==> src/rtl/pipe_latch_elastic_pkg.sv <==
// Shared constants for the elastic inter-stage pipeline latches.
// Stage structs are flattened to WIDTH-bit vectors by the caller.
package pipe_latch_elastic_pkg;

  localparam int unsigned PIPE_DEPTH_DEFAULT = 2;
  localparam int unsigned PIPE_CNTW          = 32;

  // Pointer width for a given skid depth; never narrower than one bit.
  function automatic int unsigned pipe_ptr_w(input int unsigned depth);
    return (depth > 1) ? $clog2(depth) : 1;
  endfunction

endpackage

==> src/rtl/pipe_latch_elastic_sat_counter.sv <==
// Saturating event counter with synchronous clear taking priority over increment.
module pipe_sat_counter
  import pipe_latch_elastic_pkg::*;
#(
  parameter int unsigned W = PIPE_CNTW
) (
  input  logic         CLK,
  input  logic         nRST,
  input  logic         clr,
  input  logic         inc,
  output logic [W-1:0] count
);

  logic [W-1:0] count_q, count_d;

  always_comb begin
    count_d = count_q;
    if (clr) begin
      count_d = '0;
    end else if (inc && (count_q != {W{1'b1}})) begin
      count_d = count_q + W'(1);
    end
  end

  always_ff @(posedge CLK or negedge nRST) begin
    if (!nRST) begin
      count_q <= '0;
    end else begin
      count_q <= count_d;
    end
  end

  assign count = count_q;

endmodule

==> src/rtl/pipe_latch_elastic.sv <==
// Elastic pipeline latch: DEPTH-entry circular skid buffer with valid/ready on both
// sides, synchronous flush, and saturating stall/bubble counters.
module pipe_latch_elastic
  import pipe_latch_elastic_pkg::*;
#(
  parameter int unsigned WIDTH = 64,
  parameter int unsigned DEPTH = PIPE_DEPTH_DEFAULT,
  parameter int unsigned CNTW  = PIPE_CNTW
) (
  input  logic                     CLK,
  input  logic                     nRST,
  input  logic                     in_valid,
  output logic                     in_ready,
  input  logic [WIDTH-1:0]         in_data,
  output logic                     out_valid,
  input  logic                     out_ready,
  output logic [WIDTH-1:0]         out_data,
  input  logic                     flush,
  input  logic                     clr_cnt,
  output logic [$clog2(DEPTH):0]   occupancy,
  output logic [CNTW-1:0]          stall_cnt,
  output logic [CNTW-1:0]          bubble_cnt
);

  localparam int unsigned AW = pipe_ptr_w(DEPTH);
  localparam int unsigned OW = $clog2(DEPTH) + 1;

  logic [WIDTH-1:0] mem_q [DEPTH];
  logic [AW-1:0]    head_q, head_d;
  logic [AW-1:0]    tail_q, tail_d;
  logic [OW-1:0]    occ_q, occ_d;
  logic             push, pop;

  // Ready depends only on local occupancy, so no combinational path from out_ready.
  assign in_ready  = (occ_q < OW'(DEPTH));
  assign out_valid = (occ_q != '0);
  assign out_data  = out_valid ? mem_q[head_q] : '0;
  assign occupancy = occ_q;

  assign push = in_valid && in_ready;
  assign pop  = out_valid && out_ready;

  always_comb begin
    head_d = head_q;
    tail_d = tail_q;
    occ_d  = occ_q;
    if (flush) begin
      head_d = '0;
      tail_d = '0;
      occ_d  = '0;
    end else begin
      if (push) tail_d = tail_q + AW'(1);
      if (pop)  head_d = head_q + AW'(1);
      unique case ({push, pop})
        2'b10:   occ_d = occ_q + OW'(1);
        2'b01:   occ_d = occ_q - OW'(1);
        default: occ_d = occ_q;
      endcase
    end
  end

  always_ff @(posedge CLK or negedge nRST) begin
    if (!nRST) begin
      head_q <= '0;
      tail_q <= '0;
      occ_q  <= '0;
    end else begin
      head_q <= head_d;
      tail_q <= tail_d;
      occ_q  <= occ_d;
    end
  end

  // Storage is not reset or cleared on flush; the empty rule masks stale words.
  always_ff @(posedge CLK) begin
    if (push && !flush) begin
      mem_q[tail_q] <= in_data;
    end
  end

  // Counters look at pre-flush out_valid and ignore flush entirely.
  pipe_sat_counter #(
    .W (CNTW)
  ) u_stall_cnt (
    .CLK   (CLK),
    .nRST  (nRST),
    .clr   (clr_cnt),
    .inc   (out_valid && !out_ready),
    .count (stall_cnt)
  );

  pipe_sat_counter #(
    .W (CNTW)
  ) u_bubble_cnt (
    .CLK   (CLK),
    .nRST  (nRST),
    .clr   (clr_cnt),
    .inc   (!out_valid && out_ready),
    .count (bubble_cnt)
  );

endmodule
==> config.mk <==
export PLATFORM = sky130hd
export DESIGN_NAME = pipe_latch_elastic
export DESIGN_NICKNAME = d
export VERILOG_FILES = /design/src/rtl/pipe_latch_elastic_pkg.sv /design/src/rtl/pipe_latch_elastic_sat_counter.sv /design/src/rtl/pipe_latch_elastic.sv
export SDC_FILE = /design/constraint.sdc
export NUM_CORES = 1
export LEC_CHECK = 0
export ABC_AREA = 1
export CAP_MARGIN = 20
export CORE_MARGIN = 2
export CORE_UTILIZATION = 30
export DETAILED_ROUTE_END_ITERATION = 7
export GPL_ROUTABILITY_DRIVEN = 0
export HOLD_SLACK_MARGIN = 0.06
export PLACE_DENSITY = 0.55
export SLEW_MARGIN = 20
export SYNTH_ARGS = -nofsm -noshare
export SYNTH_HDL_FRONTEND = slang
export SYNTH_SLANG_ARGS = --single-unit
==> constraint.sdc <==
create_clock -name CLK -period 4.1 [get_ports CLK]
set_clock_uncertainty 0.15 [all_clocks]
set_input_delay 0.615 -clock CLK [delete_from_list [all_inputs] [get_ports CLK]]
set_output_delay 0.615 -clock CLK [all_outputs]
set_load 0.1 [all_outputs]
==> impl_results.md, run 1 <==
- CTS tree: done
- Slowest stage cell, crit path: inv_2
- Post-route clock period utilization: roughly 75%
- DP Area: ~12,000 sq um
- DIE HEIGHT: 181 microns
- Cells along the critical path: inv_2 > buf_12 > nand2_1 > a21oi_1 > buf_4
- First-pass detailed-route iteration total: 5
- # diodes: 0
- Core area: 30,700 sq um
- Initial antenna violation count: 0
- Global route total overflow: 0
- Via/cell ratio: 4.65
- DRC Markers: 0
- Fin crit period: between 3 and 4 ns
- Clock Tree Buf Depth: 2
- Reg2Reg Depth: 9
- Count leader, synth: nand2_1
- Worst endpoint required time: 3.34 ns
- Vias: 7,685
- Layout cell share with drive strength beyond 1: 11.0%
- Largest net degree at the start of global routing: 69
- CP max stage delay: 0.47 ns
- Syn_area_per_cell: 8.90 sq um
- Final ANT Viol Nets: 0
- Syn Inst Count: 1,051
- Root buffer cell: clkbuf_16
- Slew headroom: 32.0%
- Crit Path Max Fanout: 33
- Seq cells post-synth: 196
- Detailed placement HPWL: 17,700 microns
- Crit start category: register
- Clock-pin slew on the worst setup and hold paths: roughly 0.070 ns
- GRT Total Usage: 16.0%
- Most common flop cell mapped by yosys: edfxtp_1
- Setup crit end kind: output pin
- Worst hold slack: 0.162 ns
- Worst Max-Slew Pin Slew: 1.02 ns
- Setup slack after layout: 1.03 ns
- Num CTS Buffers: 17
- Max VDD drop: 0.274 mV
- Post-Route WL: 26,000 microns
- Port Buffers: 201
- Cell family with most CP delay: buffers and inverters
- DR iter-0 viols: ~430
- Vias in the first global route: between 7,000 and 8,000
- Die X: 181 microns
- Crit path buffers/inverters: 3
- Post-synthesis sequential area ratio: roughly 60%
- Synth cell count leaders: 411 x nand2_1, 128 x edfxtp_1, 120 x nor2_1
- Library cells used by synthesis: 33
- Fin nets: 1,317
- Yosys warnings: 0
- Count of pins over their slew limit: 0
- FP Rows: 64
- Total negative setup slack: 0 ns
- Count of boundary I/O pins: 202
- RSZ-0062 raised after global routing: no
- Fmax: 325 MHz
- Synth area leaders: edfxtp_1 41%, dfrtp_1 18%, nand2_1 17%
- Final setup fails: 0
- Synthesis-to-layout area growth: 31.1%
- Post-placement setup slack: 0.998 ns
- Number of flops mapped to enable cells by yosys: 128
- Synth area leader: edfxtp_1
- Synthesized area: 9350 sq um
- Fin area: 12,300 sq um
- Die area: around 33,000 sq um
- CP Class: reg -> out
- Stages on worst setup path: 5
- Power Dens Cells: between 400 and 500 nW/um^2
- Final hold viol count: 0
- Max_cap viols: 0
- Worst min path class: in -> async
- Number of gates resized after CTS: 0
- Post-CTS Setup Inserts: 0
- Worst Path Arrival: roughly 2.3 ns
- Mapped Nets: 1,123
- Hold-fix buffers, CTS: 0
- # H-tree levels: 4
- Worst-skew pair later-pin latency: around 0.43 ns
- Static Leak: between 0.004 and 0.005 uW
- Wire length per cell: 15.7 microns
- Initial Util: 30.5%
- First-pass GRT wire length: 41,100 microns
- Post-synth ARST share: 34.7%
- Clock net sink count: 196
- Status: complete, no violations
- Share of the synthesized area in the top cell type: 41.1%
-- sequential cells by signal, indices dropped and copies added, names as in the netlist --
name,flops
head_q,1
mem_q,128
occupancy,2
tail_q,1
u_bubble_cnt.count,32
u_stall_cnt.count,32
-- cells in the final DEF (no fill, tap or decap), drive strengths merged --
cell and instances:
nand3b 4, clkdlybuf4s50 136, buf 74, xnor2 8
o22ai 1, nor3 2, o21bai 5, nand4 14
nand2 420, clkinvlp 2, edfxtp 128, clkinv 5
ha 2, o211ai 1, clkbuf 18, o21ai 22
nand3 58, xor2 18, nor2 130, a21oi 75
inv 65, dfrtp 68, bufinv 2
-- worst paths after layout --
kind                                      start                     to  slack (ns)
setup / recovery                         head_q            out_data[0]        1.03
hold / removal                             nRST  u_stall_cnt.count[13]        0.16
setup reg to reg           u_stall_cnt.count[1]  u_stall_cnt.count[22]        1.54
hold reg to reg                          tail_q                 tail_q        0.40
max in group asynchronous                  nRST                 head_q        2.99
min in group CLK                         tail_q                 tail_q        0.40
-- power by group --
| group | switching [uW] | leakage (uW) | internal (uW) |
|---|---|---|---|
| logic | 1500 | 0.00244 | 339 |
| clock network | 835 | 0.000296 | 936 |
| registers | 31.5 | 0.00212 | 2200 |
| total | 2370 | 0.00485 | 3470 |
-- kinds of logic (layout without fill, tap and decap cells) --
logic type | Yosys count | in the layout | synth area share, %
simple gates | 628 | 628 | 27.8
flops | 196 | 196 | 59.3
compound gates | 104 | 104 | 5.86
buf+inv | 95 | 302 | 4.34
xor+xnor | 26 | 26 | 2.44
fa+ha+maj | 2 | 2 | 0.268
-- per-layer routing --
layer,part of all wire [%],vias to the layer above,GRT usage [%]
met3,5.6,10,3.05
met2,46,205,25.3
met4,0.68,0,3.61
met1,48,3636,22.7
li1,-,3834,-
met5,0,-,0
-- worst reg2reg max path, delay by kind of cell, from the launching register on --
family | cells | cell delay [ns]
AOI/OAI and AO/OA | 1 | 0.20
adders and majority gates | 1 | 0.20
and+or+nand+nor | 7 | 1.53
DFF | 1 | 0.41
-- metrics by stage --
step                util (%)  cells  total power (uW)
global route            40.0   1654              6060
global placement        37.9   1622              4120
CTS                     40.0   1654              5910
detailed placement      37.9   1622              4130
floorplan                  -   1051              3650
finish                  40.0   1654              5840
-- area by class of cell --
type | instances | area, sq um
Inverter | 60 | 230
Clock buffer | 18 | 429
Sequential cell | 196 | 5550
Clock inverter | 14 | 190
Tap cell | 396 | 495
Timing Repair Buffer | 210 | 1940
Multi-Input combinational cell | 760 | 3420
Fill cell | 3046 | 18400
(Power assumes the default switching activity.)
==> run 2, diff against run 1 <==
- clock period: 4.1 -> 2.51 ns (I/O delays scaled with it)
==> impl_results.md, run 2 (synthesis gave the netlist of run 1 again) <==
- Total power: 10,600 uW (+82%)
- Crit Path Max Fanout: 21 (-36%)
- Final non-filler cell total: 1,674 (+1.2%)
- Status: complete, no violations
- Max_cap viols: 0 (unchanged)
- Most common cell after layout, fill and taps aside: nand2_1
- Largest Register: mem_q
- Final setup fails: 0 (unchanged)
- Setup slack after layout: 0.0420 ns (-0.984 ns)
- Largest net degree at the start of global routing: 65 (-5.8%)
- Max VDD drop: 0.345 mV (+26%)
- Setup crit end kind: output pin
- Commonest non-fill, non-tap cells in the layout: 408 x nand2_1, 128 x edfxtp_1, 117 x nor2_1
- Fin nets: 1,337 (+1.5%)
- First-pass GRT wire length: 43,300 microns (+5.2%)
- Wire length per cell: 16.0 microns (+1.7%)
- Hold Path Cell Cnt: 2
- Vias in the first global route: 7,785 (+3.2%)
- DRC Markers: 0 (unchanged)
- DP Area: 13,200 sq um (+14%)
- DIE HEIGHT: 181 microns (unchanged)
- Count of pins over their slew limit: 0 (unchanged)
- Busiest grt layer: met2
- Stages on worst setup path: 5 (unchanged)
- Global-route track usage on met1: 23.1% (+0.46 points)
- Root buffer cell: clkbuf_16
- Reg2Reg Depth: 9 (unchanged)
- DR iter-0 viols: 472 (+8.8%)
- Die X: 181 microns (unchanged)
- R2r endpoint: u_stall_cnt.count[9]
- # H-tree levels: 4 (unchanged)
- Post-placement setup slack: 0.140 ns (-0.858 ns)
- Worst Max-Slew Pin Slew: 0.717 ns (-0.300 ns)
- Fin area: 13,900 sq um (+13%)
- CP max stage delay: 0.55 ns (+0.08 ns)
- Crit path buffers/inverters: 3 (unchanged)
- Initial Util: 30.5% (unchanged)
- Slew headroom: 52.2% (+20 points)
- FP Rows: 64 (unchanged)
- Critical R2R Launch: u_stall_cnt.count[1]
- Final hold viol count: 0 (unchanged)
- # diodes: 0 (unchanged)
- WHS Endpoint: u_stall_cnt.count[1]
- Static Leak: 0.00538 uW (+11%)
- Clock net sink count: 196 (unchanged)
- Global route total overflow: 0 (unchanged)
- Die area: 32,600 sq um (unchanged)
- Via/cell ratio: 4.67 (+0.58%)
- Max reg flops: 128 (unchanged)
- RSZ-0062 raised after global routing: yes
- Initial antenna violation count: 0 (unchanged)
- Hold_sp: u_stall_cnt.count[1]
- Worst min path class: reg -> reg
- Detailed placement HPWL: 18,400 microns (+3.9%)
- Core area: 30,700 sq um (unchanged)
- Clock Tree Buf Depth: 2 (unchanged)
- Post-Route WL: 26,700 microns (+2.9%)
- Layout cell share with drive strength beyond 1: 23.2% (+12 points)
- Worst Path Arrival: 1.94 ns (-0.37 ns)
- Most frequent CP cell: buf_12
- Post-route clock period utilization: 98.3%
- Crit start category: register
- Setup crit start: occupancy[1]
- FF-to-FF setup slack: 0.45 ns (-1.09 ns)
- Power Dens Cells: 767 nW/um^2 (+61%)
- GRT Total Usage: 16.8% (+0.86 points)
- CP Class: reg -> out
- Fin crit period: 2.47 ns
- Worst-skew pair later-pin latency: 0.43 ns (about the same)
- GR Layer Usage met3: 2.71% (-0.34 points)
- First-pass detailed-route iteration total: 6 (+1)
- Total negative setup slack: 0 ns (unchanged)
- CTS tree: done
- Cell family with most CP delay: buffers and inverters
- Final ANT Viol Nets: 0 (unchanged)
- Count of boundary I/O pins: 202 (unchanged)
- Cells along the critical path: nor2_4 > buf_12 > buf_12 > a21oi_4 > buf_12
- Worst endpoint required time: 1.98 ns (-1.36 ns)
- Port Buffers: 201 (unchanged)
- Cell total after placement: 1,641 (+1.2%)
- Slowest stage cell, crit path: dfrtp_4
- Synthesis-to-layout area growth: 48.2%
- Fmax: between 400 and 500 MHz
- Grt met2 use: 27.4% (+2.1 points)
- Clock-pin slew on the worst setup and hold paths: 0.08 ns (about the same)
- Num CTS Buffers: 17 (unchanged)
- Vias: 7,823 (+1.8%)
[run 2: cell type report]
cell class,instances,area [sq um]
Inverter,60,245
Clock inverter,13,155
Multi-Input combinational cell,760,4140
Tap cell,396,495
Timing Repair Buffer,230,2820
Sequential cell,196,5560
Fill cell,2911,16800
Clock buffer,19,433
[run 2: repair_timing]
item / in CTS / in global routing
setup buffers: 0 / 0
hold buffers: 1 / 0
setup endpoints to repair: 9 / 51
endpoints found under the hold margin: 24 / 0
gates resized for setup: 2 / 1
[run 2: routing by layer]
metal,vias to the layer above,wire length [microns]
met4,0,432
met5,-,0
met1,3716,12600
met2,216,12600
met3,31,1120
li1,3860,-
[run 2: worst max path at each step]
stage	slack, ns	end
3_5_place_dp	0.14	u_stall_cnt.count[9]
2_1_floorplan	-0.04	mem_q[0][0]
3_3_place_gp	0.20	u_stall_cnt.count[24]
6_report	0.04	out_data[50]
5_1_grt	-0.03	out_data[50]
4_1_cts	0.007	out_data[50]
[run 2: where the power goes]
group	internal [uW]	switching, uW	leakage [uW]
logic	1310	2880	0.00298
clock network	1570	1220	0.000287
registers	3590	55.0	0.00211
[run 2: tightest hold or removal path, cell delays in order, from the launching register on]
cell and delay (ns):
dfrtp_2 0.39, nand2_1 0.06, nand2_1 0.05
[run 2: metrics by stage]
step / util [%] / hold slack [ns]
6_report: 45.2 / 0.368
4_1_cts: 45.1 / 0.353
2_1_floorplan: - / -0.0691
3_5_place_dp: 43.2 / 0.333
3_3_place_gp: 43.2 / 0.332
5_1_grt: 45.2 / 0.359
